$ cat config.mk
export PLATFORM = sky130hd
export DESIGN_NAME = grid_scanner
export DESIGN_NICKNAME = d
export VERILOG_FILES = /design/src/rtl/grid_pkg.sv /design/src/rtl/grid_axis_counter.sv /design/src/rtl/grid_scanner.sv
export SDC_FILE = /design/constraint.sdc
export NUM_CORES = 1
export LEC_CHECK = 0
export BUFFER_PORTS_ARGS = -buffer_cell sky130_fd_sc_hd__buf_2
export CAP_MARGIN = 20
export CORE_MARGIN = 2
export CORE_UTILIZATION = 50
export DETAILED_ROUTE_END_ITERATION = 8
export PLACE_DENSITY = 0.87
export SYNTH_ARGS = -nofsm -noshare
export SYNTH_HDL_FRONTEND = slang
export SYNTH_HIERARCHICAL = 1
export SYNTH_SLANG_ARGS = --single-unit
$ cat constraint.sdc
create_clock -name clock -period 3.3 [get_ports clock]
set_clock_uncertainty 0.15 [all_clocks]
set_input_delay 0.825 -clock clock [delete_from_list [all_inputs] [get_ports clock]]
set_output_delay 0.825 -clock clock [all_outputs]
set_load 0.02 [all_outputs]
$ cat src/rtl/grid_pkg.sv
// Shared grid constants and scanner FSM state encoding.
package grid_pkg;

  localparam int unsigned GRID_COLS    = 16;
  localparam int unsigned GRID_ROWS    = 16;
  localparam int unsigned GRID_CELL_W  = 10;
  localparam int unsigned GRID_SPACING = 2;

  typedef logic [1:0] state_t;

  localparam state_t ST_IDLE = 2'd0;
  localparam state_t ST_SCAN = 2'd1;
  localparam state_t ST_DONE = 2'd2;

endpackage

$ cat src/rtl/grid_axis_counter.sv
// One grid axis: cell index plus top-left pixel accumulator, wrapping after N cells.
module grid_axis_counter #(
  parameter int unsigned N    = 16,
  parameter int unsigned STEP = 12,
  parameter int unsigned IW   = 4,
  parameter int unsigned PW   = 10
) (
  input  logic          clk_i,
  input  logic          rst_ni,
  input  logic          clr_i,
  input  logic          inc_i,
  output logic [IW-1:0] idx_o,
  output logic [PW-1:0] pix_o,
  output logic          wrap_c_o
);

  logic [IW-1:0] idx_q, idx_d;
  logic [PW-1:0] pix_q, pix_d;

  assign wrap_c_o = (idx_q == IW'(N - 1));

  // Pixel position tracks the index by repeated addition of the cell pitch.
  always_comb begin
    idx_d = idx_q;
    pix_d = pix_q;
    if (clr_i) begin
      idx_d = '0;
      pix_d = '0;
    end else if (inc_i) begin
      if (wrap_c_o) begin
        idx_d = '0;
        pix_d = '0;
      end else begin
        idx_d = idx_q + IW'(1);
        pix_d = pix_q + PW'(STEP);
      end
    end
  end

  always_ff @(posedge clk_i or negedge rst_ni) begin
    if (!rst_ni) begin
      idx_q <= '0;
      pix_q <= '0;
    end else begin
      idx_q <= idx_d;
      pix_q <= pix_d;
    end
  end

  assign idx_o = idx_q;
  assign pix_o = pix_q;

endmodule

$ cat src/rtl/grid_scanner.sv
// Row-major grid cell scanner with ack handshake; GRID_SCANNER_CONTINUOUS_EN
// makes the scan wrap to cell 0 instead of finishing after one pass.
module grid_scanner
  import grid_pkg::*;
#(
  parameter int unsigned COLS    = GRID_COLS,
  parameter int unsigned ROWS    = GRID_ROWS,
  parameter int unsigned CELL_W  = GRID_CELL_W,
  parameter int unsigned SPACING = GRID_SPACING,
  localparam int unsigned ADDR_W = $clog2(COLS * ROWS),
  localparam int unsigned X_W    = $clog2(COLS),
  localparam int unsigned Y_W    = $clog2(ROWS),
  localparam int unsigned PX_W   = 10,
  localparam int unsigned PY_W   = 9
) (
  input  logic              clock,
  input  logic              reset,
  input  logic              start,
  input  logic              abort,
  input  logic              ack,
  output logic              valid,
  output logic [ADDR_W-1:0] address,
  output logic [X_W-1:0]    cell_x,
  output logic [Y_W-1:0]    cell_y,
  output logic [PX_W-1:0]   pixel_x,
  output logic [PY_W-1:0]   pixel_y,
  output logic              busy,
  output logic              scan_done
);

  localparam int unsigned PITCH = CELL_W + SPACING;

  state_t            state_q, state_d;
  logic              valid_q, valid_d;
  logic              busy_q, busy_d;
  logic              done_q, done_d;
  logic [ADDR_W-1:0] addr_q, addr_d;
  logic              adv_c, clr_c;
  logic              x_wrap_c, y_wrap_c;

  grid_axis_counter #(
    .N(COLS), .STEP(PITCH), .IW(X_W), .PW(PX_W)
  ) u_x_axis (
    .clk_i(clock), .rst_ni(reset), .clr_i(clr_c), .inc_i(adv_c),
    .idx_o(cell_x), .pix_o(pixel_x), .wrap_c_o(x_wrap_c)
  );

  grid_axis_counter #(
    .N(ROWS), .STEP(PITCH), .IW(Y_W), .PW(PY_W)
  ) u_y_axis (
    .clk_i(clock), .rst_ni(reset), .clr_i(clr_c), .inc_i(adv_c & x_wrap_c),
    .idx_o(cell_y), .pix_o(pixel_y), .wrap_c_o(y_wrap_c)
  );

  // Abort outranks ack and start; ack only counts while a cell is presented.
  always_comb begin
    state_d = state_q;
    addr_d  = addr_q;
    adv_c   = 1'b0;
    clr_c   = 1'b0;
    done_d  = 1'b0;
    valid_d = 1'b0;
    busy_d  = 1'b0;
    case (state_q)
      ST_IDLE: begin
        if (start && !abort) state_d = ST_SCAN;
      end
      ST_SCAN: begin
        if (abort) begin
          state_d = ST_IDLE;
          clr_c   = 1'b1;
        end else if (ack) begin
          adv_c = 1'b1;
          if (x_wrap_c && y_wrap_c) begin
            done_d = 1'b1;
            clr_c  = 1'b1;
`ifdef GRID_SCANNER_CONTINUOUS_EN
            state_d = ST_SCAN;
`else
            state_d = ST_DONE;
`endif
          end
        end
      end
      ST_DONE: state_d = ST_IDLE;
      default: begin
        state_d = ST_IDLE;
        clr_c   = 1'b1;
      end
    endcase
    if (clr_c) addr_d = '0;
    else if (adv_c) addr_d = addr_q + ADDR_W'(1);
    valid_d = (state_d == ST_SCAN);
    busy_d  = (state_d != ST_IDLE);
  end

  always_ff @(posedge clock or negedge reset) begin
    if (!reset) begin
      state_q <= ST_IDLE;
      valid_q <= 1'b0;
      busy_q  <= 1'b0;
      done_q  <= 1'b0;
      addr_q  <= '0;
    end else begin
      state_q <= state_d;
      valid_q <= valid_d;
      busy_q  <= busy_d;
      done_q  <= done_d;
      addr_q  <= addr_d;
    end
  end

  assign valid     = valid_q;
  assign busy      = busy_q;
  assign scan_done = done_q;
  assign address   = addr_q;

endmodule

==> results of run 1 <==
## worst max path at each step
| stage | startpoint | endpoint | slack, ps | cells past startpoint |
|---|---|---|---|---|
| after floorplan | u_x_axis/idx_o[0] | u_x_axis/pix_o[4] | 570 | 8 |
| after global placement | abort | u_y_axis/pix_o[4] | 710 | 7 |
| after detailed placement | abort | u_y_axis/pix_o[8] | 620 | 7 |
| after CTS | u_x_axis/idx_o[0] | u_x_axis/pix_o[4] | 670 | 9 |
| after global routing | u_x_axis/idx_o[0] | u_x_axis/pix_o[4] | 420 | 9 |
| final | u_x_axis/idx_o[0] | u_x_axis/pix_o[4] | 650 | 9 |
## area by class of cell
cell class / count / share of cell area
Clock buffer: 8 / 0.0281
Multi-Input combinational cell: 131 / 0.397
Tap cell: 46 / 0.0275
Inverter: 11 / 0.0197
Timing Repair Buffer: 40 / 0.0979
Sequential cell: 36 / 0.430
## where the power goes
group          internal (µW)  switching [µW]  leakage, µW  total [µW]
clock network            105             136    0.0000326         242
registers                484            57.5     0.000492         542
logic                   83.2             164     0.000513         247
total                    673             358      0.00104        1030
## worst max-delay path, delay by kind of cell (launching register included)
kind | cells | cell delay [ps]
adder cells (fa/ha/maj) | 1 | 240
flip-flops | 1 | 440
AND/OR/NAND/NOR | 4 | 890
buffers and inverters | 2 | 360
AO/OA/AOI/OAI | 2 | 460
## sequential cells by signal (all words and copies together) (netlist names)
register	count
address	8
u_x_axis/pix_o	8
state_q	2
u_y_axis/pix_o	7
u_x_axis/idx_o	4
scan_done	1
u_y_axis/idx_o	4
busy	1
valid	1
## routing by layer
layer	track usage	routed length [µm]	vias to the layer above
li1	-	-	737
met4	0.0878	70	0
met2	0.302	1620	48
met5	0	0	-
met3	0.0556	185	7
met1	0.238	1670	701
## cell usage in the layout (no fill, tap or decap), types with 2 or more instances in the layout
| master | synthesis | routed |
|---|---|---|
| a21oi_1 | 15 | 15 |
| a41o_1 | 2 | 2 |
| and3_1 | 2 | 2 |
| buf_2 | 1 | 38 |
| buf_4 | 5 | 2 |
| clkbuf_1 | 0 | 2 |
| clkbuf_4 | 0 | 5 |
| conb_1 | 2 | 4 |
| dfrtp_1 | 36 | 36 |
| ha_1 | 5 | 5 |
| inv_1 | 11 | 11 |
| mux2i_1 | 3 | 3 |
| nand2_1 | 13 | 13 |
| nand2b_1 | 2 | 2 |
| nand3_1 | 10 | 10 |
| nand3b_1 | 2 | 2 |
| nor2_1 | 16 | 16 |
| nor2b_1 | 2 | 2 |
| o2111ai_1 | 2 | 2 |
| o21ai_0 | 13 | 13 |
| o221ai_1 | 2 | 2 |
| o22ai_1 | 2 | 2 |
| o31ai_1 | 4 | 4 |
| or3_1 | 7 | 7 |
| or4_1 | 4 | 4 |
| xor2_1 | 6 | 6 |
## per-stage QoR
stage / power (µW) / hold WS, ps / cells
floorplan: 717 / 368 / 186
global placement: 791 / 386 / 264
detailed placement: 799 / 394 / 264
CTS: 1040 / 412 / 272
global route: 1100 / 433 / 272
finish: 1030 / 406 / 272
## kinds of logic after synthesis
logic type | after synthesis
mux | 3
compound gates | 47
other cells | 2
buf+inv | 19
simple gates | 65
xor+xnor | 7
flops | 36
fa+ha+maj | 5
==> summary.md, run 1 <==
| Metric | Value |
|---|---|
| Hold buffers post-CTS | `0` |
| Share of Yosys cell area claimed by the top area cell type | `0.493` |
| DRC Markers | `0` |
| Max-Slew Margin vs Limit | `0.485` |
| CTS Buf Count | `5` |
| Flop2flop setup slack | `650 ps` |
| Mapped cell area | `1830 µm²` |
| Largest net degree at the start of global routing | `37` |
| Final min period | `2650 ps` |
| TritonCTS clock tree | `yes` |
| H-tree level count | `2` |
| Synth Area in XOR/XNOR | `0.0336` |
| Place WS | `just over 600 ps` |
| Fraction of layout cells with a size suffix above 1 | `0.230` |
| Pwr Density | `492 nW/µm²` |
| Largest area contributor in the netlist | `dfrtp_1` |
| Std-Cell Rows | `21` |
| Vias per cell | `5.49` |
| Compound-Gate Fraction of Synth Area | `0.162` |
| Die Area | `4150 µm²` |
| Resized cells post-CTS | `0` |
| Fin nets | `roughly 240` |
| Status | `finished, final reports clean` |
| Final count of pins violating max slew | `0` |
| Top post-synthesis cells by count | `dfrtp_1, nor2_1, a21oi_1` |
| Vias in the first global route | `1366` |
| Diodes inserted | `0` |
| Post-DP HPWL | `2.53 mm` |
| Hold Vio Cnt, Final | `0` |
| CTS Buffer Depth | `2` |
| Yosys reg bits | `36` |
| Setup Viol. Count Final | `0` |
| Largest family of logic cells by synthesized area | `simple AND/OR/NAND/NOR gates` |
| Register Area | `roughly 900 µm²` |
| Initial DRC count | `97` |
| WL per Instance | `13.0 µm` |
| WP data arrival | `2720 ps` |
| Chip width | `around 64 µm` |
| Setup WS post-layout | `655 ps` |
| Worst r2r dst | `u_x_axis/pix_o[4]` |
| Footprint of the multi-input gates | `832 µm²` |
| Critical path class | `reg2reg` |
| R2R cell count | `9` |
| Yosys warning count | `6` |
| Gp weighted congestion | `0.802` |
| Most Frequent Cell on Critical Path | `nor2_1` |
| Max Fclk | `approximately 380 MHz` |
| Initial antenna violation count | `0` |
| Starting Density | `0.534` |
| Simple-Gate Fraction of Synth Area | `0.201` |
| RSZ-0062 raised after global routing | `no` |
| Post-synth EDFFs | `0` |
| Ys flop type | `dfrtp_1` |
| Clk_lat worst skew | `approximately 330 ps` |
| Routed via count | `about 1500` |
| First-pass GRT wire length | `between 6 and 7 mm` |
| CP Launch Type | `register` |
| Grt total ovfl | `0` |
| DP Area | `about 2000 µm²` |
| CP Cell Sequence | `ha_1 > nand3_1 > inv_1 > a311oi_1 > nor2_1 > buf_4 > nor2_1 > or3_2 > a21oi_1` |
| Core area | `3420 µm²` |
| FILL cells | `286` |
| Post-route ant nets | `0` |
| Max-Cap Viols | `0` |
| Design Area, Final | `2100 µm²` |
| Final Core Density | `0.614` |
| Clock sink count | `36` |
| Die Y | `64.4 µm` |
| Post-synth cell types | `41` |
| Sequential area share after synthesis | `0.493` |
| Lkg Pwr | `approximately 0.0010 µW` |
| FF-to-FF Start | `u_x_axis/idx_o[0]` |
| Area delta synth->final | `14.8%` |
| Clock-pin slew on the worst setup and hold paths | `100 ps` |
| Post-synthesis mux area share | `0.0164` |
| Count leader, synth | `dfrtp_1` |
| Final worst path period share | `0.802` |
| I/O pin cnt | `43` |
| First drt pass iteration count | `4` |
| Postcts setup bufs | `0` |
| CP Capture Type | `register` |
| CP max FO | `26` |
| Worst hold path type | `in2async` |
| Top post-synthesis cells by area | `dfrtp_1, a21oi_1, o21ai_0` |
| Peak VDD IR | `0.299 mV` |
| Synth Area in Adders | `0.0343` |
| CP peak stage delay | `440 ps` |
| Final setup TNS | `0 ps` |
| CP required | `3370 ps` |
| CP max-delay cell | `dfrtp_1` |
| Worst-margin pin slew | `772 ps` |
| Gr usage total | `0.189` |
| I/O Buffers | `38` |
| CTS Root Cell | `clkbuf_4` |
| Aggregate routed wire length | `3.55 mm` |
| Ys async rst share | `1.00` |
| Syn avg cell area | `9.92 µm²` |
| Post-Synthesis Cells | `184` |
Power figures use the tool's default switching activity.
==> inputs of run 2 (changes only) <==
- ABC_AREA: unset -> 1
- CORE_UTILIZATION: 50 -> 48
- clock period: 3.3 -> 2.3 ns (I/O delays scaled with it)
==> run 2 against run 1 <==
  * Critical path depth grew 1
  * Count of clock-buffer cells in the layout down 1
  * Setup slack worse by 450 ps
  * Final area rose by 12%
  * Combinational power rose by 150%
  * Global-route usage shrank 0.62 points
  * Non-clock buffer count rose by 4
  * Cell count grew 26%
  * Via count grew 12%
  * Synthesized cell count is 33% higher
  * Power grew 98%
  * Sequential power is 53% higher
  * Critical path type unchanged
==> summary.md, run 2 <==
| Metric | Value |
|---|---|
| Status | `finished, final reports clean` |
| Initial antenna violation count | `0` |
| Post-synth EDFFs | `0` |
| Post-Synthesis Cells | `245` |
| I/O Buffers | `38` |
| Combinational cell fraction of total power | `0.298` |
| Ys flop type | `dfrtp_1` |
| Std-Cell Rows | `23` |
| First-pass GRT wire length | `6.24 mm` |
| Final count of pins violating max slew | `0` |
| WL per Instance | `around 11 µm` |
| Largest area contributor in the netlist | `dfrtp_1` |
| CP max FO | `10` |
| Gp weighted congestion | `0.871` |
| Design Area, Final | `2340 µm²` |
| First drt pass iteration count | `4` |
| Peak VDD IR | `0.374 mV` |
| Syn avg cell area | `a little under 8 µm²` |
| Max Fclk | `477 MHz` |
| Fin nets | `between 300 and 400` |
| Net switching power | `717 µW` |
| Clk_lat worst skew | `a little under 300 ps` |
| Final worst path period share | `0.911` |
| Post-DP HPWL | `2.89 mm` |
| Yosys reg bits | `36` |
| Clock Power Share | `0.295` |
| Starting Density | `0.493` |
| CP Launch Type | `register` |
| Setup Viol. Count Final | `0` |
| Worst hold path type | `in2async` |
| Clock sink count | `36` |
| Switch share | `0.352` |
| Routed via count | `1677` |
| Internal Power | `1320 µW` |
| Placed cell count | `333` |
| Post-synth cell types | `32` |
| CP Capture Type | `register` |
| CP required | `2320 ps` |
| CTS Root Cell | `clkbuf_8` |
| Die Area | `4580 µm²` |
| Top post-synthesis cells by count | `nand2_1, inv_1, dfrtp_1` |
| Count leader, synth | `nand2_1` |
| DRC Markers | `0` |
| Fraction of layout cells with a size suffix above 1 | `0.245` |
| FILL cells | `343` |
| H-tree level count | `2` |
| Largest net degree at the start of global routing | `37` |
| Gr usage total | `0.183` |
| Sequential area share after synthesis | `0.463` |
| CTS Buffer Depth | `2` |
| Pwr Density | `871 nW/µm²` |
| Critical path class | `reg2reg` |
| Aggregate routed wire length | `3.92 mm` |
| CTS Buf Count | `5` |
| DP Area | `2190 µm²` |
| Commonest cells after routing, fill and taps aside | `nand2_1, buf_2, inv_1` |
| Hold Vio Cnt, Final | `0` |
| TritonCTS clock tree | `yes` |
| Most common cell after layout, fill and taps aside | `nand2_1` |
| Diodes inserted | `0` |
| Vias in the first global route | `1467` |
| Ys async rst share | `1.00` |
| I/O pin cnt | `43` |
| WP data arrival | `between 2000 and 2500 ps` |
| Sequential share of power | `0.408` |
| Mapped cell area | `1950 µm²` |
| Max-Cap Viols | `0` |
| Final Core Density | `0.593` |
| Final min period | `2090 ps` |
| Lkg Pwr | `roughly 0.0014 µW` |
| Area delta synth->final | `20.1%` |
| Chip width | `67.7 µm` |
| Clock-pin slew on the worst setup and hold paths | `70 ps` |
| Vias per cell | `4.88` |
| Core area | `between 3000 and 4000 µm²` |
| Yosys warning count | `6` |
| Initial DRC count | `127` |
| Fin cells | `344` |
| Grt total ovfl | `0` |
| Die Y | `67.7 µm` |
| Share of Yosys cell area claimed by the top area cell type | `0.463` |
| Top post-synthesis cells by area | `dfrtp_1, nand2_1, inv_1` |
| Post-route ant nets | `0` |
run 2: changes by cell type in the layout (fill, tap and decap cells not counted), sizes merged, moves of 5 or more:
cell	previous run	this run
nor2	16	33
or3	8	0
o21ai	13	7
xor2	6	1
inv	11	43
nand2	13	59
nor3	0	5
a21oi	16	9
nand3	10	21
run 2: routing by layer:
layer	vias up	GRT usage	part of all wire
met5	-	0	0
met3	10	0.0550	0.047
met4	0	0.0816	0.020
li1	861	-	-
met1	769	0.228	0.44
met2	37	0.293	0.50
run 2: power groups by stage:
stage / registers (µW) / clock network [µW] / logic [µW]
floorplan: 950 / 0 / 294
global placement: 841 / 0 / 569
detailed placement: 845 / 0 / 585
CTS: 833 / 614 / 587
global route: 845 / 646 / 682
finish: 831 / 600 / 606
run 2: kinds of logic (layout without fill, tap and decap cells):
group,count (synthesis),after routing,synth area share
other cells,2,4,0.00386
simple gates,127,127,0.309
flops,36,36,0.463
xor+xnor,3,3,0.0135
compound gates,23,23,0.0656
fa+ha+maj,5,5,0.0322
mux,1,1,0.00514
buf+inv,48,95,0.108
run 2: worst max-delay path, cell delays in order, from the launching register on:
cell and delay, ps:
dfrtp_1 420, ha_1 240, nand3_1 140, inv_1 90
nand2_1 70, nor2_1 50, o21a_2 270, nor2_4 210
inv_4 100, a21oi_1 190, nor3_2 50
run 2: repair_timing:
item	in CTS	in global routing
setup endpoints to repair	0	16
hold endpoints to repair	0	0
setup buffers	0	3
gates resized for setup	0	1
hold buffers	0	0
run 2: per-stage QoR:
stage               setup TNS [ps]  hold slack, ps  setup slack [ps]  power, µW
floorplan                        0             129               233       1240
global placement                 0             349               246       1410
detailed placement               0             360               134       1430
CTS                              0             173               116       2030
global route                 -20.5             214             -20.5       2170
finish                           0             157               205       2040
run 2: cell type report:
| type | instances | area, µm² | area share |
|---|---|---|---|
| clock inverters | 1 | 30.0 | 0.0128 |
| well taps | 50 | 62.6 | 0.0268 |
| clock buffers | 7 | 96.3 | 0.0412 |
| repair buffers | 44 | 235 | 0.101 |
| flip-flops and latches | 36 | 901 | 0.385 |
| inverters | 43 | 169 | 0.0723 |
| multi-input cells | 163 | 843 | 0.361 |
run 2: worst paths after layout:
kind | startpoint | endpoint | slack (ps) | cells after the start
min in group clock | u_y_axis/pix_o[2] | u_y_axis/pix_o[2] | 360 | 1
min reg2reg | u_y_axis/pix_o[2] | u_y_axis/pix_o[2] | 360 | 1
max in group asynchronous | reset | busy | 1510 | 2
min | reset | address[4] | 160 | 2
max | u_x_axis/idx_o[0] | u_x_axis/pix_o[6] | 210 | 10
max reg2reg | u_x_axis/idx_o[0] | u_x_axis/pix_o[6] | 210 | 10
